<file path="src/rtl/main_control_fsm_pkg.sv">
// Purpose: shared constants and types for the multicycle RV64-subset main controller.
//   Opcode/funct3 encodings, ALU_op encodings, state/class/trap-cause enums and
//   the instruction-class decode helper.
package riscv_ctrl_pkg;

  localparam logic [6:0] OP_RTYPE  = 7'b0110011;
  localparam logic [6:0] OP_LOAD   = 7'b0000011;
  localparam logic [6:0] OP_STORE  = 7'b0100011;
  localparam logic [6:0] OP_BRANCH = 7'b1100011;

  localparam logic [2:0] F3_LD  = 3'b011;
  localparam logic [2:0] F3_SD  = 3'b011;
  localparam logic [2:0] F3_BEQ = 3'b000;

  localparam logic [1:0] ALUOP_MEM = 2'b00;
  localparam logic [1:0] ALUOP_BEQ = 2'b01;
  localparam logic [1:0] ALUOP_R   = 2'b10;

  typedef enum logic [2:0] {
    ST_IDLE   = 3'd0,
    ST_FETCH  = 3'd1,
    ST_DECODE = 3'd2,
    ST_EXEC   = 3'd3,
    ST_MEM    = 3'd4,
    ST_WB     = 3'd5,
    ST_TRAP   = 3'd6
  } state_e;

  typedef enum logic [1:0] {
    CLS_R   = 2'd0,
    CLS_LD  = 2'd1,
    CLS_SD  = 2'd2,
    CLS_BEQ = 2'd3
  } cls_e;

  typedef enum logic [1:0] {
    CAUSE_NONE    = 2'b00,
    CAUSE_ILLEGAL = 2'b01,
    CAUSE_TIMEOUT = 2'b10
  } cause_e;

  typedef struct packed {
    logic legal;
    cls_e cls;
  } dec_t;

  // Classify an instruction word; R-type is accepted on opcode alone.
  function automatic dec_t decode_instr(input logic [31:0] instr);
    dec_t d;
    d.legal = 1'b0;
    d.cls   = CLS_R;
    unique case (instr[6:0])
      OP_RTYPE: begin
        d.legal = 1'b1;
        d.cls   = CLS_R;
      end
      OP_LOAD: begin
        d.legal = (instr[14:12] == F3_LD);
        d.cls   = CLS_LD;
      end
      OP_STORE: begin
        d.legal = (instr[14:12] == F3_SD);
        d.cls   = CLS_SD;
      end
      OP_BRANCH: begin
        d.legal = (instr[14:12] == F3_BEQ);
        d.cls   = CLS_BEQ;
      end
      default: begin
        d.legal = 1'b0;
        d.cls   = CLS_R;
      end
    endcase
    return d;
  endfunction

endpackage

</file>
<file path="src/rtl/main_control_fsm_if.sv">
// Purpose: memory handshake bundle between the controller and the imem/dmem side.
//   imem_req/imem_ack : instruction fetch handshake
//   dmem_req/dmem_we/dmem_ack : data access handshake (we=1 store, 0 load)
// Modports: master = controller, slave = memory side.
interface main_control_fsm_if;
  logic imem_req;
  logic imem_ack;
  logic dmem_req;
  logic dmem_we;
  logic dmem_ack;

  modport master (
    output imem_req, dmem_req, dmem_we,
    input  imem_ack, dmem_ack
  );

  modport slave (
    input  imem_req, dmem_req, dmem_we,
    output imem_ack, dmem_ack
  );
endinterface

</file>
<file path="src/rtl/main_control_fsm_ack_watchdog.sv">
// Purpose: wait-cycle counter for the fetch/data handshakes.
// Ports:
//   clk, rst_n  : clock, async active-low reset
//   i_clear     : hold the count at zero (asserted outside the wait states)
//   i_enable    : a wait cycle without ack is in progress
//   o_expired   : this wait cycle is the LIMIT-th without ack (combinational)
// LIMIT = 0 disables expiry.
module ack_watchdog #(
  parameter int unsigned LIMIT = 16,
  parameter int unsigned TO_W  = 8
) (
  input  logic clk,
  input  logic rst_n,
  input  logic i_clear,
  input  logic i_enable,
  output logic o_expired
);

  localparam int unsigned       LAST_I = (LIMIT == 0) ? 0 : LIMIT - 1;
  localparam logic [TO_W-1:0]   LAST   = TO_W'(LAST_I);

  logic [TO_W-1:0] r_cnt;
  logic            w_at_last;

  // The count holds the number of completed wait cycles, so the LIMIT-th
  // waiting cycle is the one that sees LIMIT-1.
  assign w_at_last = (LIMIT != 0) && (r_cnt == LAST);
  assign o_expired = i_enable && w_at_last;

  always_ff @(posedge clk or negedge rst_n) begin
    if (!rst_n) begin
      r_cnt <= '0;
    end else if (i_clear) begin
      r_cnt <= '0;
    end else if (i_enable && !w_at_last) begin
      r_cnt <= r_cnt + 1'b1;
    end
  end

endmodule

</file>
<file path="src/rtl/main_control_fsm.sv">
// Purpose: multicycle main controller for the RV64 subset core
//   (add/sub/and/or, ld, sd, beq). Fetches over imem, decodes, sequences the
//   datapath, handles memory waits, illegal-instruction and ack-timeout traps,
//   and counts retired instructions.
// Ports:
//   clk, rst_n        : clock, async active-low reset
//   run               : level enable for leaving IDLE / continuing after retire
//   instr             : IR contents, valid from DECODE onward
//   mem               : imem/dmem handshake bundle (master side)
//   ir_write/pc_write : IR load and PC+4 strobes (FETCH with imem_ack)
//   pc_write_cond     : branch PC update (datapath ANDs with zero)
//   ctrl_ALU_op       : 00 ld/sd, 01 beq, 10 R-type
//   alu_src, mem_to_reg, reg_write : datapath selects/strobes
//   busy, trap, trap_cause, retired : status
module main_control_fsm
  import riscv_ctrl_pkg::*;
#(
  parameter int unsigned CNT_W       = 32,
  parameter int unsigned ACK_TIMEOUT = 16,
  parameter int unsigned TO_W        = 8
) (
  input  logic                clk,
  input  logic                rst_n,
  input  logic                run,
  input  logic [31:0]         instr,
  main_control_fsm_if.master  mem,
  output logic                ir_write,
  output logic                pc_write,
  output logic                pc_write_cond,
  output logic [1:0]          ctrl_ALU_op,
  output logic                alu_src,
  output logic                mem_to_reg,
  output logic                reg_write,
  output logic                busy,
  output logic                trap,
  output logic [1:0]          trap_cause,
  output logic [CNT_W-1:0]    retired
);

  state_e           r_state;
  cls_e             r_cls;
  cause_e           r_cause;
  logic [CNT_W-1:0] r_retired;

  state_e w_next;
  cause_e w_next_cause;
  logic   w_retire;
  logic   w_expired;
  logic   w_wd_clear;
  logic   w_wd_enable;
  dec_t   w_dec;

  assign w_dec = decode_instr(instr);

  assign w_wd_clear  = (r_state != ST_FETCH) && (r_state != ST_MEM);
  assign w_wd_enable = ((r_state == ST_FETCH) && !mem.imem_ack) ||
                       ((r_state == ST_MEM)   && !mem.dmem_ack);

  ack_watchdog #(
    .LIMIT (ACK_TIMEOUT),
    .TO_W  (TO_W)
  ) u_ack_watchdog (
    .clk       (clk),
    .rst_n     (rst_n),
    .i_clear   (w_wd_clear),
    .i_enable  (w_wd_enable),
    .o_expired (w_expired)
  );

  always_comb begin
    w_next       = r_state;
    w_next_cause = r_cause;
    w_retire     = 1'b0;
    unique case (r_state)
      ST_IDLE: begin
        if (run) w_next = ST_FETCH;
      end
      ST_FETCH: begin
        // An ack on the limit cycle takes priority over the timeout.
        if (mem.imem_ack) begin
          w_next = ST_DECODE;
        end else if (w_expired) begin
          w_next       = ST_TRAP;
          w_next_cause = CAUSE_TIMEOUT;
        end
      end
      ST_DECODE: begin
        if (w_dec.legal) begin
          w_next = ST_EXEC;
        end else begin
          w_next       = ST_TRAP;
          w_next_cause = CAUSE_ILLEGAL;
        end
      end
      ST_EXEC: begin
        unique case (r_cls)
          CLS_R:          w_next = ST_WB;
          CLS_LD, CLS_SD: w_next = ST_MEM;
          CLS_BEQ: begin
            w_retire = 1'b1;
            w_next   = run ? ST_FETCH : ST_IDLE;
          end
          default:        w_next = ST_WB;
        endcase
      end
      ST_MEM: begin
        if (mem.dmem_ack) begin
          if (r_cls == CLS_SD) begin
            w_retire = 1'b1;
            w_next   = run ? ST_FETCH : ST_IDLE;
          end else begin
            w_next = ST_WB;
          end
        end else if (w_expired) begin
          w_next       = ST_TRAP;
          w_next_cause = CAUSE_TIMEOUT;
        end
      end
      ST_WB: begin
        w_retire = 1'b1;
        w_next   = run ? ST_FETCH : ST_IDLE;
      end
      ST_TRAP: begin
        w_next = ST_TRAP;
      end
      default: begin
        w_next = ST_IDLE;
      end
    endcase
  end

  always_ff @(posedge clk or negedge rst_n) begin
    if (!rst_n) begin
      r_state   <= ST_IDLE;
      r_cls     <= CLS_R;
      r_cause   <= CAUSE_NONE;
      r_retired <= '0;
    end else begin
      r_state <= w_next;
      r_cause <= w_next_cause;
      if ((r_state == ST_DECODE) && w_dec.legal) begin
        r_cls <= w_dec.cls;
      end
      if (w_retire) begin
        r_retired <= r_retired + 1'b1;
      end
    end
  end

  // Moore output decode, except the fetch strobes which follow imem_ack.
  always_comb begin
    mem.imem_req  = 1'b0;
    mem.dmem_req  = 1'b0;
    mem.dmem_we   = 1'b0;
    ir_write      = 1'b0;
    pc_write      = 1'b0;
    pc_write_cond = 1'b0;
    ctrl_ALU_op   = ALUOP_MEM;
    alu_src       = 1'b0;
    mem_to_reg    = 1'b0;
    reg_write     = 1'b0;
    unique case (r_state)
      ST_FETCH: begin
        mem.imem_req = 1'b1;
        ir_write     = mem.imem_ack;
        pc_write     = mem.imem_ack;
      end
      ST_EXEC: begin
        unique case (r_cls)
          CLS_R:   ctrl_ALU_op = ALUOP_R;
          CLS_BEQ: begin
            ctrl_ALU_op   = ALUOP_BEQ;
            pc_write_cond = 1'b1;
          end
          default: begin
            ctrl_ALU_op = ALUOP_MEM;
            alu_src     = 1'b1;
          end
        endcase
      end
      ST_MEM: begin
        mem.dmem_req = 1'b1;
        mem.dmem_we  = (r_cls == CLS_SD);
      end
      ST_WB: begin
        reg_write  = 1'b1;
        mem_to_reg = (r_cls == CLS_LD);
      end
      default: begin
      end
    endcase
  end

  assign busy       = (r_state != ST_IDLE) && (r_state != ST_TRAP);
  assign trap       = (r_state == ST_TRAP);
  assign trap_cause = r_cause;
  assign retired    = r_retired;

endmodule

</file>
<file path="src/flat_wrapper.sv">
// flat-port wrapper written by rule: the top's interface ports become plain ports
module main_control_fsm_flat import riscv_ctrl_pkg::*;
#(
  parameter int unsigned CNT_W       = 32,
  parameter int unsigned ACK_TIMEOUT = 16,
  parameter int unsigned TO_W        = 8
)
  (clk, rst_n, run, instr, ir_write, pc_write, pc_write_cond, ctrl_ALU_op, alu_src, mem_to_reg, reg_write, busy, trap, trap_cause, retired, mem_imem_req, mem_dmem_req, mem_dmem_we, mem_imem_ack, mem_dmem_ack);
  main_control_fsm_if mem_i ();
  input  logic clk;
  input  logic rst_n;
  input  logic run;
  input  logic [31:0] instr;
  output logic ir_write;
  output logic pc_write;
  output logic pc_write_cond;
  output logic [1:0] ctrl_ALU_op;
  output logic alu_src;
  output logic mem_to_reg;
  output logic reg_write;
  output logic busy;
  output logic trap;
  output logic [1:0] trap_cause;
  output logic [CNT_W-1:0] retired;
  output wire logic [$bits(mem_i.imem_req)-1:0] mem_imem_req;
  output wire logic [$bits(mem_i.dmem_req)-1:0] mem_dmem_req;
  output wire logic [$bits(mem_i.dmem_we)-1:0] mem_dmem_we;
  input wire logic [$bits(mem_i.imem_ack)-1:0] mem_imem_ack;
  input wire logic [$bits(mem_i.dmem_ack)-1:0] mem_dmem_ack;
  assign mem_imem_req = mem_i.imem_req;
  assign mem_dmem_req = mem_i.dmem_req;
  assign mem_dmem_we = mem_i.dmem_we;
  assign mem_i.imem_ack = mem_imem_ack;
  assign mem_i.dmem_ack = mem_dmem_ack;
  main_control_fsm #(.CNT_W(CNT_W), .ACK_TIMEOUT(ACK_TIMEOUT), .TO_W(TO_W)) u_core (.clk(clk), .rst_n(rst_n), .run(run), .instr(instr), .mem(mem_i), .ir_write(ir_write), .pc_write(pc_write), .pc_write_cond(pc_write_cond), .ctrl_ALU_op(ctrl_ALU_op), .alu_src(alu_src), .mem_to_reg(mem_to_reg), .reg_write(reg_write), .busy(busy), .trap(trap), .trap_cause(trap_cause), .retired(retired));
endmodule
</file>
<file path="config.mk">
export PLATFORM = sky130hd
export DESIGN_NAME = main_control_fsm_flat
export DESIGN_NICKNAME = d
export VERILOG_FILES = /design/src/rtl/main_control_fsm_pkg.sv /design/src/rtl/main_control_fsm_if.sv /design/src/rtl/main_control_fsm_ack_watchdog.sv /design/src/rtl/main_control_fsm.sv /design/src/flat_wrapper.sv
export SDC_FILE = /design/constraint.sdc
export NUM_CORES = 1
export LEC_CHECK = 0
export ABC_AREA = 1
export BUFFER_PORTS_ARGS = -buffer_cell sky130_fd_sc_hd__buf_2
export CORE_MARGIN = 2
export CORE_UTILIZATION = 30
export DETAILED_ROUTE_END_ITERATION = 12
export PLACE_DENSITY = 0.51
export SLEW_MARGIN = 20
export SYNTH_ARGS = -nofsm -noshare
export SYNTH_HDL_FRONTEND = slang
export SYNTH_HIERARCHICAL = 1
export SYNTH_SLANG_ARGS = --single-unit
export TNS_END_PERCENT = 50
</file>
<file path="constraint.sdc">
create_clock -name clk -period 2 [get_ports clk]
set_clock_uncertainty 0.1 [all_clocks]
set_input_delay 0.1 -clock clk [delete_from_list [all_inputs] [get_ports clk]]
set_output_delay 0.1 -clock clk [all_outputs]
set_load 0.03 [all_outputs]
</file>
==> results of run 1 <==
[synthesized netlist by cell type (all sizes together)]
cell,count
nand3,35
buf,6
o21ai,16
o22ai,1
dfrtp,47
nand2,135
xnor2,9
o21bai,1
nand4,8
or2,1
a21oi,5
o211ai,1
ha,6
xor2,12
nand3b,3
nor2,61
nor3,13
inv,59
[through the flow]
step / hold WS (ns) / setup TNS (ns) / power (W)
final: 0.0152 / 0 / 0.00317
after global routing: 0.0203 / -0.00950 / 0.00340
after CTS: 0.00339 / 0 / 0.00317
after detailed placement: 0.119 / 0 / 0.00256
after global placement: 0.106 / 0 / 0.00255
after floorplan: -0.296 / 0 / 0.00213
[sequential cells by signal (all words and copies together) (netlist names)]
name                         count
u_core/trap_cause                2
u_core/retired                  32
u_core/r_state                   3
u_core/r_cls                     2
u_core/u_ack_watchdog/r_cnt      8
[worst max-delay path, stage by stage, from the launching register on]
cell,delay [ns]
dfrtp_1,0.43
inv_1,0.10
ha_1,0.20
nand2_1,0.13
o211ai_2,0.22
buf_12,0.18
nand3_1,0.13
o21ai_0,0.19
nand2_1,0.06
[report_power, final]
group | switching (W) | total (W) | internal (W)
Combinational | 0.000899 | 0.00140 | 0.000497
Sequential | 0.000113 | 0.00117 | 0.00106
Clock | 0.000326 | 0.000598 | 0.000272
[per-layer routing]
metal	GRT usage, %	vias to the layer above
li1	-	1463
met1	16.4	1252
met2	23.5	53
met3	3.38	5
met4	3.09	0
met5	0	-
[layout make-up]
cell class                 count  area, um^2
fill                        1070        6000
multi-input combinational    307        1580
sequential                    47        1180
timing repair buffer          81         498
inverter                      59         221
tap                          133         166
clock buffer                   6        82.6
clock inverter                 1        5.00
[cell families after synthesis]
group	after synthesis
flops	47
compound gates	24
xor+xnor	21
simple gates	256
buf+inv	65
fa+ha+maj	6
[timing repair]
action,in CTS,in global routing
endpoints found under the setup margin,0,10
setup buffers,0,4
gates resized for setup,0,1
endpoints found under the hold margin,30,0
hold buffers,2,0
[worst max-delay path by stage]
stage                                             start                             end  depth (start not counted)
after CTS                 u_core/r_state[1]$_DFFE_PN0P_   u_core/r_state[0]$_DFFE_PN0P_                         12
after floorplan           u_core/r_state[1]$_DFFE_PN0P_   u_core/r_state[0]$_DFFE_PN0P_                         12
after global routing        u_core/r_cls[0]$_DFFE_PN0P_  u_core/retired[22]$_DFFE_PN0P_                          8
after global placement      u_core/r_cls[0]$_DFFE_PN0P_  u_core/retired[16]$_DFFE_PN0P_                          8
final                       u_core/r_cls[0]$_DFFE_PN0P_  u_core/retired[16]$_DFFE_PN0P_                          8
after detailed placement  u_core/r_state[1]$_DFFE_PN0P_   u_core/r_state[0]$_DFFE_PN0P_                         12
==> impl_results.md, run 1 <==
- Post-Synth Adder-Cell Area: 2.50%
- Htree depth: 2
- Tot GR Track Use: 13.4%
- Most frequent cells in the layout: 130 x nand2_1, 61 x buf_2, 55 x inv_1
- ANT cells: 0
- Share of layout cells above drive strength 1: 23.4%
- Net Count, Synth: 462
- Post-synthesis average cell area: 7.18 um^2
- First-pass GRT wire length: 12.0 mm
- CTS Buf Count: 5
- Final core occ: 38.4%
- Simple-Gate Fraction of Synth Area: 38.4%
- Post-synthesis instance total: 419
- Area contributors post-synth: dfrtp_1 39%, nand2_1 16%, inv_1 6.9%
- DR pass1 iterations: 4
- Mux cell area share after synthesis: 0%
- Worst-margin pin slew: 0.744 ns
- Biggest area consumer among synthesized cells: dfrtp_1
- Final #Nets: 544
- Vias: 2773
- Synth Area in XOR/XNOR: 6.12%
- Post-route cell area: 3730 um^2
- RSZ-0062 raised after global routing: true
- FF+latch count, synth: 47
- R2r setup slk: 0.12 ns
- RR Startpoint: u_core/r_cls[0]$_DFFE_PN0P_
- Post-synthesis cell type count: 29
- Minimum clock period: 1.88 ns
- Core area: 9730 um^2
- Critical path class: register to register
- Initial antenna violation count: 0
- HP Class: input port to register
- Placer Congestion: 0.778
- CTS tree: built
- Final wirelength: 7.03 mm
- Synth top area share: 39.1%
- Root Driver: clkbuf_8
- Pin count of the biggest net entering global routing: 31
- DRT iter0 DRCs: 77
- Dpl cells: 621
- Setup slack after layout: 0.122 ns
- Endpoint type of the worst setup path: register
- WL/cell: 11.1 um
- Setup WS pre-CTS: 0.106 ns
- Area growth, synth to finish: 24.2%
- Post-Layout Cell Count: 634
- Top layer in use: met4
- Max Clk Rate: 532 MHz
- Crit path required time: 2.09 ns
- Slew margin rel.: 50.4%
- Met2 wire length: 3.36 mm
- Clk buf depth: 2
- Initial Utilization: 30.9%
- I/O Buffers: 61
- WHS Path Cells: 3
- Tcrit/Tclk final: 93.9%
- DR DRC count: 0
- Main combinational cell family by area after synthesis: simple AND/OR/NAND/NOR gates
- DIE AREA: 10800 um^2
- Status: complete, no violations
- Placed instance area: 3580 um^2
- Synth Cell Area: 3010 um^2
- Hpwl dp: 5.56 mm
- Beginning of the worst hold path: mem_imem_ack
- Final hold vios: 0
- Yosys warns: 6
- Die W: 104 um
- Hold Path Sink: u_core/r_state[1]$_DFFE_PN0P_
- Critical Path Source Type: register
- CTS sink cnt: 47
- Ports: 84
- Clock transition at path regs: 0.09 ns
- Via-to-Cell Ratio: 4.37
- Slew Viols, Final: 0
- DIE HEIGHT: 104 um
- Worst skew pair latency: 0.30 ns
- Synth Area in Compound Gates: 4.87%
- Maximum vdd drop: 0.000424 V
- Seq/Total Area, Yosys: 39.1%
- Critical path data arrival time: 1.97 ns
- Pwr dens: 849 nW/um^2
- Met1 Routed Length: 3.28 mm
- MaxCap Viol Count: 0
- P_leak: 1.90 nW
- Vias in the first global route: 2687
- Grt total ovfl: 0
- Commonest non-fill, non-tap cell in the layout: nand2_1
- Final-report setup violation count: 0
- Antenna Nets Post-Route: 0
- R2R Path End: u_core/retired[16]$_DFFE_PN0P_
- Reg2reg path depth: 8
- Met3 Routed Length: 315 um
- Std cell rows: 36
- CP Max Fanout: 22
Power figures use the tool's default switching activity.
==> run 2: changes to the inputs <==
--- a/config.mk
+++ b/config.mk
@@ -8,9 +8,9 @@
 export ABC_AREA = 1
 export BUFFER_PORTS_ARGS = -buffer_cell sky130_fd_sc_hd__buf_2
 export CORE_MARGIN = 2
-export CORE_UTILIZATION = 30
+export CORE_UTILIZATION = 48
 export DETAILED_ROUTE_END_ITERATION = 12
-export PLACE_DENSITY = 0.51
+export PLACE_DENSITY = 0.75
 export SLEW_MARGIN = 20
 export SYNTH_ARGS = -nofsm -noshare
 export SYNTH_HDL_FRONTEND = slang
==> run 2 against run 1 <==
  * Setup slack gained 0.022 ns
  * Sequential power is essentially flat
  * Clock power grew 6.2%
  * First-iteration DRC count grew 110%
  * Cell count shrank 10%
  * Global-route usage grew 5.7 points
  * Core utilization grew 22 points
  * Hold slack lost 0.0070 ns
  * Combinational power shrank 6%
  * Non-clock buffer count shrank 7
  * Sequential share of layout area grew 1.1 points
  * Largest cell class unchanged
==> impl_results.md, run 2 (synthesis gave the netlist of run 1 again) <==
- Worst path cell trace: inv_1 > ha_1 > nand2_1 > o211ai_2 > buf_12 > nand3_1 > o21ai_0 > nand2_1
- Final-report setup violation count: 0
- Antenna Nets Post-Route: 0
- Sw Share: 42.2%
- Final hold vios: 0
- Final-layout fill cell count: 532
- Crit path required time: 2.09 ns
- Sequential share of power: 38.2%
- Initial antenna violation count: 0
- DR DRC count: 0
- R2r setup slk: 0.14 ns
- DR pass1 iterations: 6
- Largest stage delay, worst path: 0.44 ns
- Status: complete, no violations
- Total Power: 0.00314 W
- Final wirelength: 6.51 mm
- DIE HEIGHT: 83.1 um
- WP depth: 8
- Critical Path Source Type: register
- Worst-margin pin slew: 0.477 ns
- Hpwl dp: 5.11 mm
- Via-to-Cell Ratio: 4.89
- CTS tree: built
- Initial Utilization: 50.2%
- Clk network pwr share: 20.2%
- ANT cells: 0
- Post-Layout Cell Count: 570
- MaxCap Viol Count: 0
- Share of layout cells above drive strength 1: 22.6%
- P_leak: 1.86 nW
- RR Startpoint: u_core/r_cls[0]$_DFFE_PN0P_
- Critical path class: register to register
- Most frequent cells in the layout: 130 x nand2_1, 61 x buf_2, 55 x inv_1
- CTS sink cnt: 47
- Setup crit end: u_core/retired[22]$_DFFE_PN0P_
- Final #Nets: 537
- CP max-delay cell: dfrtp_1
- Power Internal: 0.00181 W
- Area growth, synth to finish: 20.2%
- I/O Buffers: 61
- Ports: 84
- Top cell by count, worst path: nand2_1
- Worst skew pair latency: 0.30 ns
- Reg2reg path depth: 8
- Vias in the first global route: 2561
- Psw: 0.00133 W
- DIE AREA: 6910 um^2
- Minimum clock period: 1.86 ns
- WL/cell: 11.4 um
- Pin count of the biggest net entering global routing: 23
- First-pass GRT wire length: 11.1 mm
- Clk buf depth: 2
- CP Max Fanout: 22
- Clock transition at path regs: 0.09 ns
- Slew Viols, Final: 0
- Htree depth: 2
- Std cell rows: 28
- Logic pwr share: 41.6%
- Pwr dens: 869 nW/um^2
- Buf/Inv on CP: 2
- Placer Congestion: 0.862
- Delay-heaviest family, CP: flip-flops
- Vias: 2790
- Tcrit/Tclk final: 92.8%
- Worst setup path startpoint: u_core/r_cls[0]$_DFFE_PN0P_
- CTS Buf Count: 5
- Core area: 5990 um^2
- R2R Path End: u_core/retired[22]$_DFFE_PN0P_
- Root Driver: clkbuf_8
- HP Class: input port to register
- Commonest non-fill, non-tap cell in the layout: nand2_1
- Die W: 83.1 um
- Slew margin rel.: 68.2%
- Max Clk Rate: 539 MHz
- Tot GR Track Use: 19.0%
- RSZ-0062 raised after global routing: false
- Critical path data arrival time: 1.95 ns
- Dpl cells: 558
- DRT iter0 DRCs: 160
- Grt total ovfl: 0
- Total negative slack: 0 ns
- Max reg flops: 32
- Endpoint type of the worst setup path: register
- Maximum vdd drop: 0.000601 V
## run 2: metrics by stage
step / setup slack, ns / instance area, um^2 / util, % / hold slack (ns)
6_report: 0.143 / 3610 / 60.3 / 0.00820
5_1_grt: 0.000970 / 3610 / 60.3 / 0.0319
4_1_cts: 0.0813 / 3580 / 59.7 / 0.00307
3_5_place_dp: 0.0984 / 3450 / 57.7 / -0.00377
3_3_place_gp: 0.129 / 3450 / 57.7 / -0.0119
2_1_floorplan: 0.00113 / 3020 / - / -0.296
## run 2: layout make-up
cell class | instances | area (um^2) | area share, %
inverters | 59 | 221 | 6.13
repair buffers | 74 | 433 | 12.0
clock inverters | 1 | 7.51 | 0.208
well taps | 75 | 93.8 | 2.60
flip-flops and latches | 47 | 1180 | 32.6
multi-input cells | 307 | 1580 | 43.8
clock buffers | 7 | 96.3 | 2.67
## run 2: per-layer routing
metal | track usage, % | wire [um] | vias to the layer above
li1 | - | - | 1458
met1 | 24.3 | 2980 | 1255
met2 | 33.3 | 3160 | 71
met3 | 3.68 | 307 | 6
met4 | 4.47 | 70 | 0
met5 | 0 | 0 | -
## run 2: worst min path at each step
stage	endpoint	slack, ns	start	cells after the start
final	u_core/r_cls[1]$_DFFE_PN0P_	0.008	instr[5]	3
after global routing	u_core/r_cls[1]$_DFFE_PN0P_	0.03	instr[5]	3
after CTS	u_core/r_cls[1]$_DFFE_PN0P_	0.003	instr[5]	3
after detailed placement	u_core/retired[3]$_DFFE_PN0P_	-0.004	rst_n	1
after global placement	u_core/retired[4]$_DFFE_PN0P_	-0.01	rst_n	1
after floorplan	u_core/r_cls[0]$_DFFE_PN0P_	-0.30	rst_n	0
## run 2: worst min-delay path, stage by stage
cell and delay, ns:
buf_2 0.12, nand3_1 0.07, o21ai_0 0.08
## run 2: what timing repair did
| action | 4_1_cts | 5_1_grt |
|---|---|---|
| setup buffers | 0 | 2 |
| endpoints found under the setup margin | 0 | 10 |
| endpoints found under the hold margin | 19 | 0 |
| gates resized for setup | 0 | 3 |
| hold buffers | 2 | 0 |
## run 2: power by group through the flow
stage          clock, W  combinational, W  sequential (W)
5_1_grt        0.000691           0.00143         0.00121
6_report       0.000635           0.00131         0.00120
3_3_place_gp          0           0.00125         0.00122
4_1_cts        0.000659           0.00128         0.00121
2_1_floorplan         0          0.000807         0.00133
3_5_place_dp          0           0.00127         0.00122
==> run 3: changes to the inputs <==
--- a/config.mk
+++ b/config.mk
@@ -11,7 +11,8 @@
 export CORE_UTILIZATION = 48
 export DETAILED_ROUTE_END_ITERATION = 12
 export PLACE_DENSITY = 0.75
-export SLEW_MARGIN = 20
+export RECOVER_POWER = 100
+export SLEW_MARGIN = 25
 export SYNTH_ARGS = -nofsm -noshare
 export SYNTH_HDL_FRONTEND = slang
 export SYNTH_HIERARCHICAL = 1
==> run 3 against run 2 <==
  * Total power down 2.6%
  * Combinational power fell by 6%
  * Sequential cell count unchanged
  * Register-to-register slack about the same
  * Sequential share of layout area increased by 0.76 points
  * Core utilization fell by 1.4 points
  * Non-clock buffer count is the same
  * Via count fell by 0.22%
  * Hold slack about the same
  * Routed wire length is essentially flat
  * Sequential power hardly changed
  * Critical path type unchanged
==> impl_results.md, run 3 (synthesis gave the netlist of run 1 again) <==
- Antenna Nets Post-Route: 0
- Power Internal: 0.00176 W
- P_leak: 1.71 nW
- Std cell rows: 28
- Grt total ovfl: 0
- Vias in the first global route: 2561
- Critical path class: register to register
- Sw Share: 42.3%
- WP depth: 12
- I/O Buffers: 61
- Root Driver: clkbuf_8
- CTS tree: built
- Hold slack: 0.00870 ns
- Logic pwr share: 40.2%
- Minimum clock period: 1.85 ns
- Total negative slack: 0 ns
- Placer Congestion: 0.862
- Sequential share of power: 39.1%
- Pin count of the biggest net entering global routing: 23
- Dpl cells: 558
- Worst setup path startpoint: u_core/r_state[1]$_DFFE_PN0P_
- First-pass GRT wire length: 11.1 mm
- HP Class: input port to register
- Tot GR Track Use: 19.0%
- Clk network pwr share: 20.7%
- Reg2reg path depth: 12
- Tcrit/Tclk final: 92.4%
- Slew Viols, Final: 0
- Clk buf depth: 2
- Final-report setup violation count: 0
- RSZ-0062 raised after global routing: false
- Via-to-Cell Ratio: 4.88
- R2r setup slk: 0.15 ns
- RR Startpoint: u_core/r_state[1]$_DFFE_PN0P_
- Hpwl dp: 5.11 mm
- DR DRC count: 0
- Final hold vios: 0
- CP Max Fanout: 5
- Top cell by count, worst path: nand2_1
- CTS Buf Count: 5
- Initial Utilization: 50.2%
- Commonest non-fill, non-tap cell in the layout: nand2_1
- CP max-delay cell: dfrtp_1
- Storage element area: 1180 um^2
- Pwr dens: 867 nW/um^2
- Setup crit end: u_core/trap_cause[1]$_DFFE_PN0P_
- WL/cell: 11.4 um
- Core area: 5990 um^2
- Post-Layout Cell Count: 570
- Final-layout fill cell count: 563
- Delay-heaviest family, CP: simple AND/OR/NAND/NOR gates
- DR pass1 iterations: 4
- Largest stage delay, worst path: 0.47 ns
- Max reg flops: 32
- DRT iter0 DRCs: 172
- Most frequent cells in the layout: 131 x nand2_1, 56 x inv_1, 52 x nor2_1
- Status: complete, no violations
- DIE AREA: 6910 um^2
- Worst skew pair latency: 0.30 ns
- Max Clk Rate: 541 MHz
- Final #Nets: 537
- ANT cells: 0
- DIE HEIGHT: 83.1 um
- Crit path required time: 2.10 ns
- Critical Path Source Type: register
- Psw: 0.00129 W
- Buf/Inv on CP: 2
- Critical path data arrival time: 1.94 ns
- Htree depth: 2
- Slew margin rel.: 23.5%
- Maximum vdd drop: 0.000594 V
- Worst-margin pin slew: 1.15 ns
- Ports: 84
- Area occupied by multi-input gates: 1560 um^2
- Vias: 2784
- Final wirelength: 6.52 mm
- MaxCap Viol Count: 0
- Endpoint type of the worst setup path: register
- R2R Path End: u_core/trap_cause[1]$_DFFE_PN0P_
- Initial antenna violation count: 0
- CTS sink cnt: 47
- Share of layout cells above drive strength 1: 12.9%
- Die W: 83.1 um
- Area growth, synth to finish: 17.3%
- Clock transition at path regs: 0.09 ns
- Worst path cell trace: inv_2 > nand2_1 > nor2_4 > nand2_2 > o21ai_2 > inv_1 > nor3_4 > nand2_1 > a21oi_4 > nand2_1 > nand2_1 > nand2_1
-- run 3: repair_timing --
action / in CTS / in global routing
hold buffers: 2 / 0
setup endpoints to repair: 0 / 10
buffers inserted: 0 / 2
resized for setup: 0 / 3
hold endpoints to repair: 19 / 0
-- run 3: worst reg2reg max path, stage by stage (launching register included) --
cell and delay, ns:
dfrtp_1 0.47, inv_2 0.11, nand2_1 0.09, nor2_4 0.13, nand2_2 0.06, o21ai_2 0.06, inv_1 0.09, nor3_4 0.14
nand2_1 0.13, a21oi_4 0.15, nand2_1 0.08, nand2_1 0.08, nand2_1 0.05
-- run 3: worst min-delay path by stage --
stage / start / cells after the start / to
finish: instr[5] / 3 / u_core/r_cls[1]$_DFFE_PN0P_
global route: instr[5] / 3 / u_core/r_cls[1]$_DFFE_PN0P_
CTS: instr[5] / 3 / u_core/r_cls[1]$_DFFE_PN0P_
detailed placement: rst_n / 1 / u_core/retired[3]$_DFFE_PN0P_
global placement: rst_n / 1 / u_core/retired[4]$_DFFE_PN0P_
floorplan: rst_n / 0 / u_core/r_cls[0]$_DFFE_PN0P_
-- run 3: per-stage QoR --
step | cell area (um^2) | worst slack (ns) | power [W] | utilization (%)
final | 3530 | 0.152 | 0.00306 | 58.9
after global routing | 3530 | 0.000969 | 0.00326 | 58.9
after CTS | 3580 | 0.0813 | 0.00315 | 59.7
after detailed placement | 3450 | 0.0984 | 0.00250 | 57.7
after global placement | 3450 | 0.129 | 0.00247 | 57.7
after floorplan | 3020 | 0.00113 | 0.00213 | -
-- run 3: power by group through the flow --
stage,sequential [W],clock (W),combinational [W]
floorplan,0.00133,0,0.000807
global placement,0.00122,0,0.00125
detailed placement,0.00122,0,0.00127
CTS,0.00121,0.000659,0.00128
global route,0.00121,0.000692,0.00135
finish,0.00120,0.000633,0.00123
-- run 3: cell type report --
cell class              count  area share [%]
clock inverters             1           0.213
well taps                  75            2.66
inverters                  59            6.28
flip-flops and latches     47            33.4
clock buffers               7            2.73
repair buffers             74            10.6
multi-input cells         307            44.1
-- run 3: metal layers --
metal | part of all wire (%) | vias up | track usage [%] | wire [um]
li1 | - | 1452 | - | -
met3 | 5.2 | 4 | 3.68 | 341
met1 | 46 | 1248 | 24.3 | 2980
met5 | 0 | - | 0 | 0
met2 | 48 | 80 | 33.3 | 3140
met4 | 1.0 | 0 | 4.47 | 65
